$ cat src/rtl/ifm_rd_port.sv
// IFM SRAM front end: arbitrates fill writes over DMA reads, and returns read
// data in order through a credit-protected output FIFO.
module ifm_rd_port #(
  parameter int unsigned DW    = 64,
  parameter int unsigned AW    = 14,
  parameter int unsigned DEPTH = 16384,
  parameter int unsigned FD    = 4
) (
  input  logic          clk,
  input  logic          rst_n,
  input  logic [AW-1:0] m_addr,
  input  logic          m_addr_first,
  input  logic          m_addr_last,
  input  logic          m_addr_valid,
  output logic          m_addr_ready,
  input  logic [AW-1:0] wr_addr,
  input  logic [DW-1:0] wr_data,
  input  logic          wr_valid,
  output logic          wr_ready,
  output logic          mem_en,
  output logic          mem_we,
  output logic [AW-1:0] mem_addr,
  output logic [DW-1:0] mem_wdata,
  input  logic [DW-1:0] mem_rdata,
  output logic [DW-1:0] s_data,
  output logic          s_first,
  output logic          s_last,
  output logic          s_valid,
  input  logic          s_ready,
  output logic          oor_err,
  input  logic          clr_err
);

  localparam int unsigned PW = (FD > 1) ? $clog2(FD) : 1;
  localparam int unsigned CW = $clog2(FD + 1);

  typedef struct packed {
    logic [DW-1:0] data;
    logic          first;
    logic          last;
  } beat_t;

  logic          w_wr_fire;
  logic          w_wr_inrange;
  logic          w_rd_fire;
  logic          w_rd_oor;
  logic          w_pop;
  beat_t         w_push_beat;

  logic [CW-1:0] r_cnt;
  logic          r_if_vld;
  logic          r_if_first;
  logic          r_if_last;
  logic          r_if_oor;
  logic          r_oor_err;

  beat_t         r_fifo [FD];
  logic [PW-1:0] r_wr_ptr;
  logic [PW-1:0] r_rd_ptr;
  logic [CW-1:0] r_fcnt;

  function automatic logic [PW-1:0] ptr_inc(input logic [PW-1:0] p);
    return (p == PW'(FD - 1)) ? '0 : p + PW'(1);
  endfunction

  // Handshakes: writes always win the single SRAM port; reads need a credit.
  assign wr_ready     = rst_n;
  assign m_addr_ready = rst_n & ~wr_valid & (r_cnt < CW'(FD));
  assign w_wr_fire    = wr_valid & wr_ready;
  assign w_rd_fire    = m_addr_valid & m_addr_ready;
  assign w_wr_inrange = 32'(wr_addr) < DEPTH;
  assign w_rd_oor     = 32'(m_addr) >= DEPTH;
  assign w_pop        = s_valid & s_ready;

  always_comb begin
    mem_en    = 1'b0;
    mem_we    = 1'b0;
    mem_addr  = '0;
    mem_wdata = '0;
    if (w_wr_fire) begin
      mem_en    = w_wr_inrange;
      mem_we    = w_wr_inrange;
      mem_addr  = wr_addr;
      mem_wdata = wr_data;
    end else if (w_rd_fire) begin
      mem_en   = ~w_rd_oor;
      mem_addr = m_addr;
    end
  end

  // Credit counter covers the in-flight stage plus FIFO occupancy.
  always_ff @(posedge clk or negedge rst_n) begin
    if (!rst_n) begin
      r_cnt <= '0;
    end else begin
      case ({w_rd_fire, w_pop})
        2'b10:   r_cnt <= r_cnt + CW'(1);
        2'b01:   r_cnt <= r_cnt - CW'(1);
        default: r_cnt <= r_cnt;
      endcase
    end
  end

  // In-flight stage tracks flags while the SRAM read completes.
  always_ff @(posedge clk or negedge rst_n) begin
    if (!rst_n) begin
      r_if_vld   <= 1'b0;
      r_if_first <= 1'b0;
      r_if_last  <= 1'b0;
      r_if_oor   <= 1'b0;
    end else begin
      r_if_vld   <= w_rd_fire;
      r_if_first <= m_addr_first;
      r_if_last  <= m_addr_last;
      r_if_oor   <= w_rd_oor;
    end
  end

  always_comb begin
    w_push_beat       = '0;
    w_push_beat.data  = r_if_oor ? '0 : mem_rdata;
    w_push_beat.first = r_if_first;
    w_push_beat.last  = r_if_last;
  end

  // Output FIFO; the credit scheme guarantees a push never sees it full.
  always_ff @(posedge clk or negedge rst_n) begin
    if (!rst_n) begin
      r_wr_ptr <= '0;
      r_rd_ptr <= '0;
      r_fcnt   <= '0;
      for (int i = 0; i < FD; i++) begin
        r_fifo[i] <= '0;
      end
    end else begin
      if (r_if_vld) begin
        r_fifo[r_wr_ptr] <= w_push_beat;
        r_wr_ptr         <= ptr_inc(r_wr_ptr);
      end
      if (w_pop) begin
        r_rd_ptr <= ptr_inc(r_rd_ptr);
      end
      case ({r_if_vld, w_pop})
        2'b10:   r_fcnt <= r_fcnt + CW'(1);
        2'b01:   r_fcnt <= r_fcnt - CW'(1);
        default: r_fcnt <= r_fcnt;
      endcase
    end
  end

  assign s_valid = (r_fcnt != '0);
  assign s_data  = r_fifo[r_rd_ptr].data;
  assign s_first = r_fifo[r_rd_ptr].first;
  assign s_last  = r_fifo[r_rd_ptr].last;

  // Sticky error: a new out-of-range read beats a simultaneous clear.
  always_ff @(posedge clk or negedge rst_n) begin
    if (!rst_n) begin
      r_oor_err <= 1'b0;
    end else begin
      r_oor_err <= (w_rd_fire & w_rd_oor) | (r_oor_err & ~clr_err);
    end
  end

  assign oor_err = r_oor_err;

endmodule

$ cat config.mk
export PLATFORM = sky130hd
export DESIGN_NAME = ifm_rd_port
export DESIGN_NICKNAME = d
export VERILOG_FILES = /design/src/rtl/ifm_rd_port.sv
export SDC_FILE = /design/constraint.sdc
export NUM_CORES = 1
export LEC_CHECK = 0
export CAP_MARGIN = 20
export CORE_MARGIN = 2
export CORE_UTILIZATION = 45
export DETAILED_ROUTE_END_ITERATION = 8
export GPL_ROUTABILITY_DRIVEN = 0
export PLACE_DENSITY = 0.77
export SYNTH_ARGS = -nofsm -noshare
export SYNTH_HDL_FRONTEND = slang
export SYNTH_SLANG_ARGS = --single-unit
$ cat constraint.sdc
create_clock -name clk -period 1.9 [get_ports clk]
set_input_delay 0.38 -clock clk [delete_from_list [all_inputs] [get_ports clk]]
set_output_delay 0.38 -clock clk [all_outputs]
set_load 0.1 [all_outputs]
After elaboration in Yosys (flattened, before gate mapping). Index checks and enable logic that the tools add are counted.

Bits in registers: 278. Memory bits (writable): 0. Memory bits (read-only): 0. Memories: 0. Bits in latches: 0.

Order comparisons: 4. Div/mod/pow operators: 0. $mul: 0. Equal/unequal tests: 6. Multiplexer cells: 16. Add/subtract/negate cells: 6. Reductions and logical operators: 4. Bitwise gates (word level): 10. Shift operators: 0.

Operators by type and width (count): 264-bit bitwise mux (1); 66-bit 2-to-1 mux (3); 66-bit binary-select mux with 2-bit select (1); 66-bit demux with 2-bit select (1); 64-bit 2-to-1 mux (1); 14-bit 2-to-1 mux (2); 3-bit one-hot mux with 2 select lines (2); 2-bit == test, second input constant (4); 3-bit by 1-bit adder with 3-bit output, second input constant (2); 1-bit bitwise AND (6); 3-bit >= comparator, second input constant (2); 2-bit inverter with 3-bit output (2); 3-bit by 1-bit subtractor with 3-bit output, second input constant (2); 2-bit by 1-bit adder with 2-bit output, second input constant (2); 2-bit by 1-bit == test with 1-bit output, second input constant (2); 2-bit 2-to-1 mux (2); 2-bit nonzero test (2); 3-bit by 1-bit less-than comparator with 1-bit output, second input constant (1); 3-bit less-than comparator, second input constant (1); 1-bit 2-to-1 mux (3); 3-bit nonzero test (1); 1-bit inverter (2); 1-bit logical AND (1).

Depth between registers and ports, before layout. Gate-level depths: netlist of the first run.

Word-level depth: 6. Gate-level depth with buffers: 9. Depth with buffers taken out: 9.

Worst setup path before layout of the first run. Ideal clock, no wire load.

Path type: input -> output. From: input m_addr_valid. To: output mem_addr[10]. Required time: 1.520 ns. Cell stages on the path: 5. Path buffers: 2. Data arrival time: 3.166 ns. Setup slack: -1.646 ns. Cell sequence: nor2b_1 > clkbuf_1 > buf_2 > nand3b_1 > a21boi_0.

Word-level cells in the longest chain between the ends: 3.

RTL lines: from (decl) (line 14) `input logic m_addr_valid,`; 1-bit bitwise AND (line 70) `assign w_rd_fire = m_addr_valid & m_addr_ready;`; 14-bit 2-to-1 mux (line 85) `end else if (w_rd_fire) begin`; 14-bit 2-to-1 mux (line 80) `if (w_wr_fire) begin`; to (decl) (line 22) `output logic [AW-1:0] mem_addr,`.

No other way between the ends.

Final worst setup path of the first run.
From: register r_rd_ptr[0]. To: output s_data[8].

Word-level cells in the longest chain between the ends: 4.

RTL lines: from (decl) (line 59) `logic [PW-1:0] r_rd_ptr;`; from (signal assigned) (line 141) `r_rd_ptr <= ptr_inc(r_rd_ptr);`; 2-bit inverter with 3-bit output (not written as such) (line 152) `assign s_data = r_fifo[r_rd_ptr].data;`; 66-bit binary-select mux with 2-bit select (line 152); 66-bit 2-to-1 mux (2 in a row); to (decl) (line 25) `output logic [DW-1:0] s_data,`.

No other way between the ends. The select of a mux whose other input is x is not followed.

==> run_results.csv, run 1 <==
group,metric,value,unit
run_status,status,"complete, but fails checks",
clock_network,htree_levels,1,
sta,hold_viol,0,
synthesis,yosysSeqAreaShare,54.0,%
detailed_routing,final_antenna_net_count,0,
placed_design,io_buffers,313,
global_route,overflow,0,
sta,skew,14.1,ps
setup_path,critPathMaxFanout,6,
clock_network,cts_inserted_buffers,29,
final_layout,fill_cells,1849,
clock_network,cts_tree,"yes",
floorplanning,io_pins,314,
global_route,grt_max_degree,157,
placed_design,dpl.hpwl,25.3,mm
global_route,antenna_found_initial,16,
synthesis,yosys_most_used_dff,"dfrtp_1",
detailed_routing,drc_errors,0,
global_route,grt_pass1_wl,55.7,mm
detailed_routing,wl_per_cell,23.7,um
synthesis,muxShareOfSynthArea,35.2,%
run,cap_violations,0,
detailed_routing,drt_iter0_markers,397,
clock_network,root_buffer,"clkbuf_16",
detailed_routing,dr.pass1.iters,4,
synthesis,ys_top_cells_by_area,"dfrtp_1 (54%), mux2_2 (23%), mux4_2 (10%)",
floorplanning,placementRows,61,
final_layout,areaGrowthSynthToFinish,51.3,%
sta,maxSlewViolCount,0,
global_route,first_global_vias,9425,
floorplanning,initial_core_util,46.0,%
setup_path,worstPathArrival,2060,ps
sta,setup_violations,84,
final_layout,postLayoutCoreUtil,69.6,%
synthesis,avgSynthCellArea,15.6,um2
synthesis,synth-simple-area-share,4.96,%
synthesis,synth-compound-area-share,0.952,%
synthesis,synth_area,12900,um2
detailed_routing,vias,8532,
floorplanning,die-area,30000,um2
detailed_routing,routed_wl,37.0,mm
synthesis,ys_types,27,
global_route,grtUsageTotal,24.0,%
clock_network,clockBufferDepth,3,
synthesis,synth-adder-area-share,0.991,%
final_layout,fin_nets,1325,
clock_network,clk_latency,530,ps
clock_network,path_clk_slew,60,ps
worst_hold_path,min_path_type,"primary input to async pin",
run_status,violations,"setup timing",
synthesis,synthArstFlopShare,100,%
sta,worst_slew_pin_slew,865,ps
floorplanning,dieHeight,173,um
final_layout,drive_above_1_share,56.7,%
synthesis,synth_top_cell_area_share,54.0,%
synthesis,ys_ff_latch,278,
clock_network,cts.sinks,278,
setup_path,start_kind,"register",
setup_path,cp.required,1520,ps
setup_path,path_class,"register to primary output",
synthesis,synth_top_family_by_area,"multiplexers",
floorplanning,die_w,173,um
synthesis,synth_cells,825,
sta,worst_slew_margin_rel,42.4,%
setup_path,cp-end-kind,"primary output",
synthesis,synth-xor-area-share,0.408,%
placed_design,preCtsSetupSlack,-416,ps
sta,layout_setup_ws,-543,ps
synthesis,synth_edf_count,0,
sta,min_period,2440,ps
synthesis,yosysTopAreaCell,"dfrtp_1",
synthesis,synth-warning-count,0,
sta,finalCritPeriodShare,129,%
sta,rsz0062_at_grt,"true",
floorplanning,core,28000,um2
synthesis,synthesis.nets,998,
sta,max_freq,409,MHz
detailed_routing,vias_per_cell,5.45,
-- cell families after synthesis --
| group | Yosys count |
|---|---|
| mux | 334 |
| compound gates | 17 |
| flops | 278 |
| fa+ha+maj | 9 |
| buf+inv | 73 |
| simple gates | 108 |
| xor+xnor | 6 |
-- metal layers --
metal / vias to the layer above / track usage [%] / wire length (um)
met4: 0 / 11.2 / 1730
met3: 72 / 5.76 / 2280
met1: 4468 / 27.7 / 13800
met5: - / 0 / 0
met2: 280 / 42.1 / 19200
li1: 3712 / - / -
-- path summary, 6_finish.rpt --
path | startpoint | endpoint | slack, ps | cells past startpoint
max in group asynchronous | rst_n | r_fifo[150] | 720 | 3
worst max-delay path | r_rd_ptr[0] | s_data[8] | -540 | 4
worst min-delay path | rst_n | r_fifo[76] | 120 | 3
worst min register to register | r_fifo[115] | r_fifo[115] | 500 | 1
min in group clk | rst_n | r_if_vld | 190 | 2
worst max register to register | r_fcnt[2] | r_cnt[2] | -40 | 8
-- flip-flops by register name, summed over array words and instances, names as in the netlist --
register    flops
oor_err         1
r_cnt           3
r_fcnt          3
r_fifo        264
r_if_first      1
r_if_last       1
r_if_vld        1
r_rd_ptr        2
r_wr_ptr        2
-- cells in the final DEF (no fill, tap or decap), types with 15 or more instances in the layout --
cell and instances:
and3_2 60, buf_12 165, buf_4 17, clkbuf_16 33, clkdlybuf4s50_1 161, dfrtp_1 276
diode_2 16, mux2_2 267, mux4_2 66, nand2_1 15
-- final cells by class --
cell class                      instances  area, um2  share of cell area (%)
Sequential cell                       278       6960                    35.7
Multi-Input combinational cell        474       5780                    29.6
Timing Repair Buffer                  361       5330                    27.4
Clock buffer                           44        832                    4.27
Tap cell                              378        473                    2.43
Clock inverter                          7       41.3                   0.212
Antenna cell                           16       40.0                   0.205
Inverter                                8       32.5                   0.167
-- metrics by stage --
| step | TNS (ps) | hold WS [ps] | cell area [um2] | cells |
|---|---|---|---|---|
| 6_report | -36610 | 117 | 19500 | 1566 |
| 4_1_cts | -39440 | 94.3 | 19300 | 1540 |
| 3_5_place_dp | -4660 | 376 | 18300 | 1482 |
| 5_1_grt | -41750 | 137 | 19500 | 1565 |
| 3_3_place_gp | -4460 | 377 | 18300 | 1482 |
| 2_1_floorplan | -432 | 84.4 | 13200 | 825 |
-- critical path, cell delays in order, from the launching register on --
cell,delay [ps]
dfrtp_4,450
buf_12,160
buf_16,160
mux4_2,570
buf_12,200
-- Yosys cell counts, drive strengths merged (2+ instances only) --
| master | instances |
|---|---|
| fa | 2 |
| clkbuf | 20 |
| dfrtp | 278 |
| o21ai | 2 |
| buf | 45 |
| mux4 | 66 |
| ha | 7 |
| or3 | 2 |
| mux2 | 267 |
| inv | 8 |
| nor2b | 2 |
| xnor2 | 3 |
| and3 | 64 |
| nand3b | 14 |
| nand2 | 20 |
| a21boi | 14 |
| nor2 | 3 |
| xor2 | 3 |
-- timing repair --
action,4_1_cts,5_1_grt
hold buffers,2,0
hold endpoints to repair,22,0
cloned,1,6
buffers inserted,4,4
gates resized for setup,14,7
setup endpoints to repair,84,87
pin swaps,31,5
Power of run 1 is left out: the tool's default activity adds up to more than one toggle a clock period on the data nets, which glitch-free logic cannot reach.
==> run 2, diff against run 1 <==
--- a/config.mk
+++ b/config.mk
@@ -9,6 +9,5 @@
 export CORE_MARGIN = 2
-export CORE_UTILIZATION = 45
+export CORE_UTILIZATION = 35
 export DETAILED_ROUTE_END_ITERATION = 8
 export GPL_ROUTABILITY_DRIVEN = 0
-export PLACE_DENSITY = 0.77
 export SYNTH_ARGS = -nofsm -noshare
==> constraint.sdc (replaced) <==
create_clock -name clk -period 1.9 [get_ports clk]
set_input_delay 0.285 -clock clk [delete_from_list [all_inputs] [get_ports clk]]
set_output_delay 0.285 -clock clk [all_outputs]
set_load 0.1 [all_outputs]
==> run_results.csv, run 2 (synthesis results as in run 1) <==
group,metric,value,unit
detailed_routing,drt_iter0_markers,309,
setup_path,path_delay_family,"buffers and inverters",
detailed_routing,vias_per_cell,5.06,
detailed_routing,vias,8399,
global_route,overflow,0,
run_status,violations,"setup timing",
setup_path,path_class,"register to primary output",
setup_path,reg2reg_depth,8,
floorplanning,die_w,196,um
final_layout,fin_nets,1334,
setup_path,critPathMaxFanout,7,
detailed_routing,wl_per_cell,22.5,um
floorplanning,io_pins,314,
final_layout,largest_register,"r_fifo",
detailed_routing,final_antenna_net_count,0,
global_route,antenna_found_initial,10,
clock_network,root_buffer,"clkbuf_16",
run_status,status,"complete, but fails checks",
sta,min_period,2400,ps
global_route,grtUsageMet2,34.7,%
sta,worst_slew_margin_rel,45.9,%
floorplanning,dieHeight,196,um
final_layout,drive_above_1_share,52.3,%
global_route,grtUsageTotal,19.5,%
final_layout,largestRegisters,"r_fifo (264), r_cnt (3), r_fcnt (3)",
final_layout,final_cell_mix,"dfrtp_1 (276), mux2_2 (266), buf_12 (169), clkdlybuf4s50_1 (161), mux4_2 (65)",
worst_hold_path,whs_path_depth,2,
global_route,first_global_vias,9192,
setup_path,crit_chain,"buf_12 -> buf_12 -> buf_6 -> mux4_2 -> buf_12",
setup_path,max_stage_delay,510,ps
final_layout,areaGrowthSynthToFinish,53.4,%
worst_hold_path,min_to,"r_if_vld",
clock_network,cts_tree,"yes",
sta,skew,17.6,ps
global_route,grt_max_degree,153,
setup_path,worstPathArrival,2120,ps
setup_path,worst-path-buf-inv,4,
clock_network,path_clk_slew,60,ps
setup_path,cp.required,1620,ps
setup_path,reg2reg_from,"r_fcnt[2]",
sta,hold_viol,0,
sta,layout_setup_ws,-501,ps
setup_path,crit_path_top_delay_cell,"dfrtp_4",
floorplanning,core,36400,um2
setup_path,start_kind,"register",
sta,finalCritPeriodShare,126,%
global_route,grt_use_met3,5.86,%
clock_network,clockBufferDepth,3,
sta,maxSlewViolCount,0,
sta,worst_slew_pin_slew,812,ps
worst_hold_path,min_from,"rst_n",
sta,max_freq,416,MHz
setup_path,r2r-end,"r_cnt[2]",
setup_path,cp-end-kind,"primary output",
clock_network,htree_levels,1,
placed_design,io_buffers,313,
floorplanning,initial_core_util,35.4,%
global_route,use_met1,21.7,%
final_layout,layout_commonest_cell,"dfrtp_1",
floorplanning,placementRows,70,
setup_path,r2r_slack,-30,ps
detailed_routing,dr.pass1.iters,4,
setup_path,cp_common_cell,"buf_12",
global_route,grt-busiest-layer,"met2",
sta,setup_violations,84,
sta,rsz0062_at_grt,"true",
sta,holdWs,46.1,ps
placed_design,dpl.hpwl,25.5,mm
final_layout,largest_register_ffs,264,
clock_network,cts.sinks,278,
detailed_routing,routed_wl,37.4,mm
run,cap_violations,0,
global_route,grt_pass1_wl,56.2,mm
floorplanning,die-area,38400,um2
detailed_routing,drc_errors,0,
clock_network,cts_inserted_buffers,31,
clock_network,clk_latency,570,ps
worst_hold_path,min_path_type,"primary input to register",
run 2: changes by cell type in the layout (fill, tap and decap cells not counted), sizes merged:
cell	change
bufinv	+1
buf	+10
dlymetal6s4s	+1
clkinvlp	-1
clkinv	-1
clkbuf	+2
dlygate4sd3	-2
diode	-5
run 2: final cells by class:
type / instances / area (um2)
flip-flops and latches: 278 / 6960
repair buffers: 368 / 5440
inverters: 8 / 35.0
well taps: 468 / 586
clock inverters: 6 / 58.8
diodes: 11 / 27.5
fillers: 3034 / 16700
clock buffers: 48 / 960
multi-input cells: 474 / 5700
run 2: how the worst max path moves through the flow:
stage,start,to,depth (start not counted)
6_report,r_rd_ptr[0],s_data[46],5
3_3_place_gp,m_addr_valid,r_cnt[2],9
2_1_floorplan,r_cnt[2],mem_addr[10],5
3_5_place_dp,m_addr_valid,r_cnt[2],9
5_1_grt,r_rd_ptr[0],s_data[46],5
4_1_cts,r_rd_ptr[0],s_data[46],5
run 2: layer usage:
metal,up-vias,share of wire (%)
li1,3740,-
met2,287,52
met5,-,0
met3,66,7.4
met1,4306,37
met4,0,3.9
run 2: repair_timing:
item                                    CTS  global route
pin swaps                                30             1
gates cloned                              4             3
gates resized for setup                  18             7
setup buffers                             7             3
endpoints found under the setup margin   84            86
hold buffers                              1             0
endpoints found under the hold margin   278             0
run 2: per-stage QoR:
step                std cells  setup TNS (ps)  worst slack [ps]  utilization (%)  cell area, um2
floorplan                 825            -495              -164                -           13100
global placement         1578           -3220              -365             50.6           18400
CTS                      1644          -34860              -542             53.9           19600
detailed placement       1578           -3520              -379             50.6           18400
global route             1661          -36320              -561             54.3           19800
finish                   1661          -30540              -501             54.3           19800
Power of run 2 is left out for the same reason.
==> run 3, diff against run 2 <==
- REMOVE_ABC_BUFFERS: unset -> 1
- SETUP_SLACK_MARGIN: unset -> 0.1
==> run_results.csv, run 3 (synthesis results as in run 1) <==
group,metric,value,unit
clock_network,cts_inserted_buffers,30,
final_layout,final_cell_mix,"dfrtp_1 (276), mux2_2 (265), buf_12 (171), clkdlybuf4s50_1 (161)",
detailed_routing,vias_per_cell,4.94,
clock_network,root_buffer,"clkbuf_16",
sta,layout_setup_ws,-459,ps
sta,maxSlewViolCount,0,
clock_network,cts_tree,"yes",
floorplanning,die-area,38400,um2
setup_path,reg2reg_depth,8,
sta,max_freq,424,MHz
placed_design,io_buffers,313,
sta,min_period,2360,ps
floorplanning,initial_core_util,35.4,%
floorplanning,io_pins,314,
detailed_routing,vias,8286,
placed_design,preCtsSetupSlack,-293,ps
worst_hold_path,whs_path_depth,2,
placed_design,dpl.hpwl,22.7,mm
sta,skew,12.7,ps
setup_path,critPathMaxFanout,8,
detailed_routing,drt_iter0_markers,389,
global_route,grt_pass1_wl,52.3,mm
clock_network,htree_levels,1,
sta,worst_slew_pin_slew,889,ps
setup_path,cp.required,1620,ps
run_status,status,"complete, but fails checks",
sta,setup_tns,-29350,ps
final_layout,fin_nets,1358,
clock_network,clk_latency,540,ps
sta,hold_viol,0,
detailed_routing,wl_per_cell,19.9,um
final_layout,layout_commonest_cell,"dfrtp_1",
final_layout,areaGrowthSynthToFinish,53.2,%
sta,rsz0062_at_grt,"true",
setup_path,reg2reg_from,"r_fcnt[1]",
global_route,antenna_found_initial,3,
run_status,violations,"setup timing",
sta,setup_violations,83,
floorplanning,dieHeight,196,um
setup_path,path_class,"register to primary output",
setup_path,r2r-end,"r_cnt[2]",
setup_path,worstPathArrival,2070,ps
final_layout,drive_above_1_share,51.5,%
worst_hold_path,min_to,"r_if_vld",
final_layout,largest_register,"r_fifo",
global_route,grtUsageTotal,17.4,%
global_route,grt_max_degree,151,
global_route,overflow,0,
floorplanning,placementRows,70,
worst_hold_path,min_path_type,"primary input to register",
clock_network,path_clk_slew,60,ps
detailed_routing,drc_errors,0,
setup_path,start_kind,"register",
final_layout,largestRegisters,"r_fifo (264), r_cnt (3), r_fcnt (3)",
floorplanning,core,36400,um2
detailed_routing,final_antenna_net_count,0,
clock_network,clockBufferDepth,3,
detailed_routing,dr.pass1.iters,4,
sta,worst_slew_margin_rel,40.7,%
run,cap_violations,0,
floorplanning,die_w,196,um
clock_network,cts.sinks,278,
sta,finalCritPeriodShare,124,%
setup_path,cp-end-kind,"primary output",
global_route,first_global_vias,8768,
detailed_routing,routed_wl,33.4,mm
final_layout,largest_register_ffs,264,
worst_hold_path,min_from,"rst_n",
setup_path,r2r_slack,0,ps
-- run 3: changes by cell type in the layout (fill, tap and decap cells not counted), sizes merged --
cell / delta
buf: +26
diode: -8
clkinv: -1
dlygate4sd3: +1
dlymetal6s4s: -1
-- run 3: area by class of cell --
type,instances,area [um2]
multi-input cells,474,5550
flip-flops and latches,278,6960
diodes,3,7.51
repair buffers,393,5620
clock buffers,49,923
clock inverters,5,53.8
well taps,468,586
inverters,8,35.0
fillers,2965,16700
-- run 3: how the worst max path moves through the flow --
| stage | slack (ps) | cells after the start | startpoint | endpoint |
|---|---|---|---|---|
| 3_5_place_dp | -290 | 9 | m_addr_valid | r_cnt[2] |
| 2_1_floorplan | -2290 | 1 | r_rd_ptr[0] | s_data[24] |
| 6_report | -460 | 3 | r_rd_ptr[0] | s_data[47] |
| 3_3_place_gp | -290 | 9 | m_addr_valid | r_cnt[2] |
| 4_1_cts | -510 | 4 | r_rd_ptr[0] | s_data[57] |
| 5_1_grt | -530 | 4 | r_rd_ptr[0] | s_data[35] |
-- run 3: worst max-delay path: stages (launching register included) --
cell and delay, ps:
dfrtp_4 480, buf_4 230, mux4_1 630, buf_12 200
-- run 3: through the flow --
| stage | util (%) | hold WS (ps) | area, um2 | cells |
|---|---|---|---|---|
| 2_1_floorplan | - | -10.6 | 12500 | 760 |
| 3_3_place_gp | 50.4 | 330 | 18400 | 1600 |
| 3_5_place_dp | 50.4 | 332 | 18400 | 1600 |
| 4_1_cts | 54.0 | 53.1 | 19700 | 1673 |
| 5_1_grt | 54.2 | 56.4 | 19700 | 1677 |
| 6_report | 54.2 | 71.8 | 19700 | 1678 |
-- run 3: layer usage --
| metal | global-route usage (%) | up-vias | part of all wire, % |
|---|---|---|---|
| li1 | - | 3769 | - |
| met1 | 24.2 | 4348 | 45 |
| met4 | 3.40 | 0 | 1.6 |
| met3 | 3.09 | 31 | 3.9 |
| met2 | 28.8 | 138 | 50 |
| met5 | 0 | - | 0 |
-- run 3: what timing repair did --
| action | in CTS | in global routing |
|---|---|---|
| setup buffers | 15 | 4 |
| hold endpoints to repair | 18 | 0 |
| gates cloned | 3 | 1 |
| setup endpoints to repair | 87 | 89 |
| hold buffers | 1 | 0 |
| pin swaps | 35 | 12 |
| gates resized for setup | 50 | 7 |
Power of run 3 is left out for the same reason.
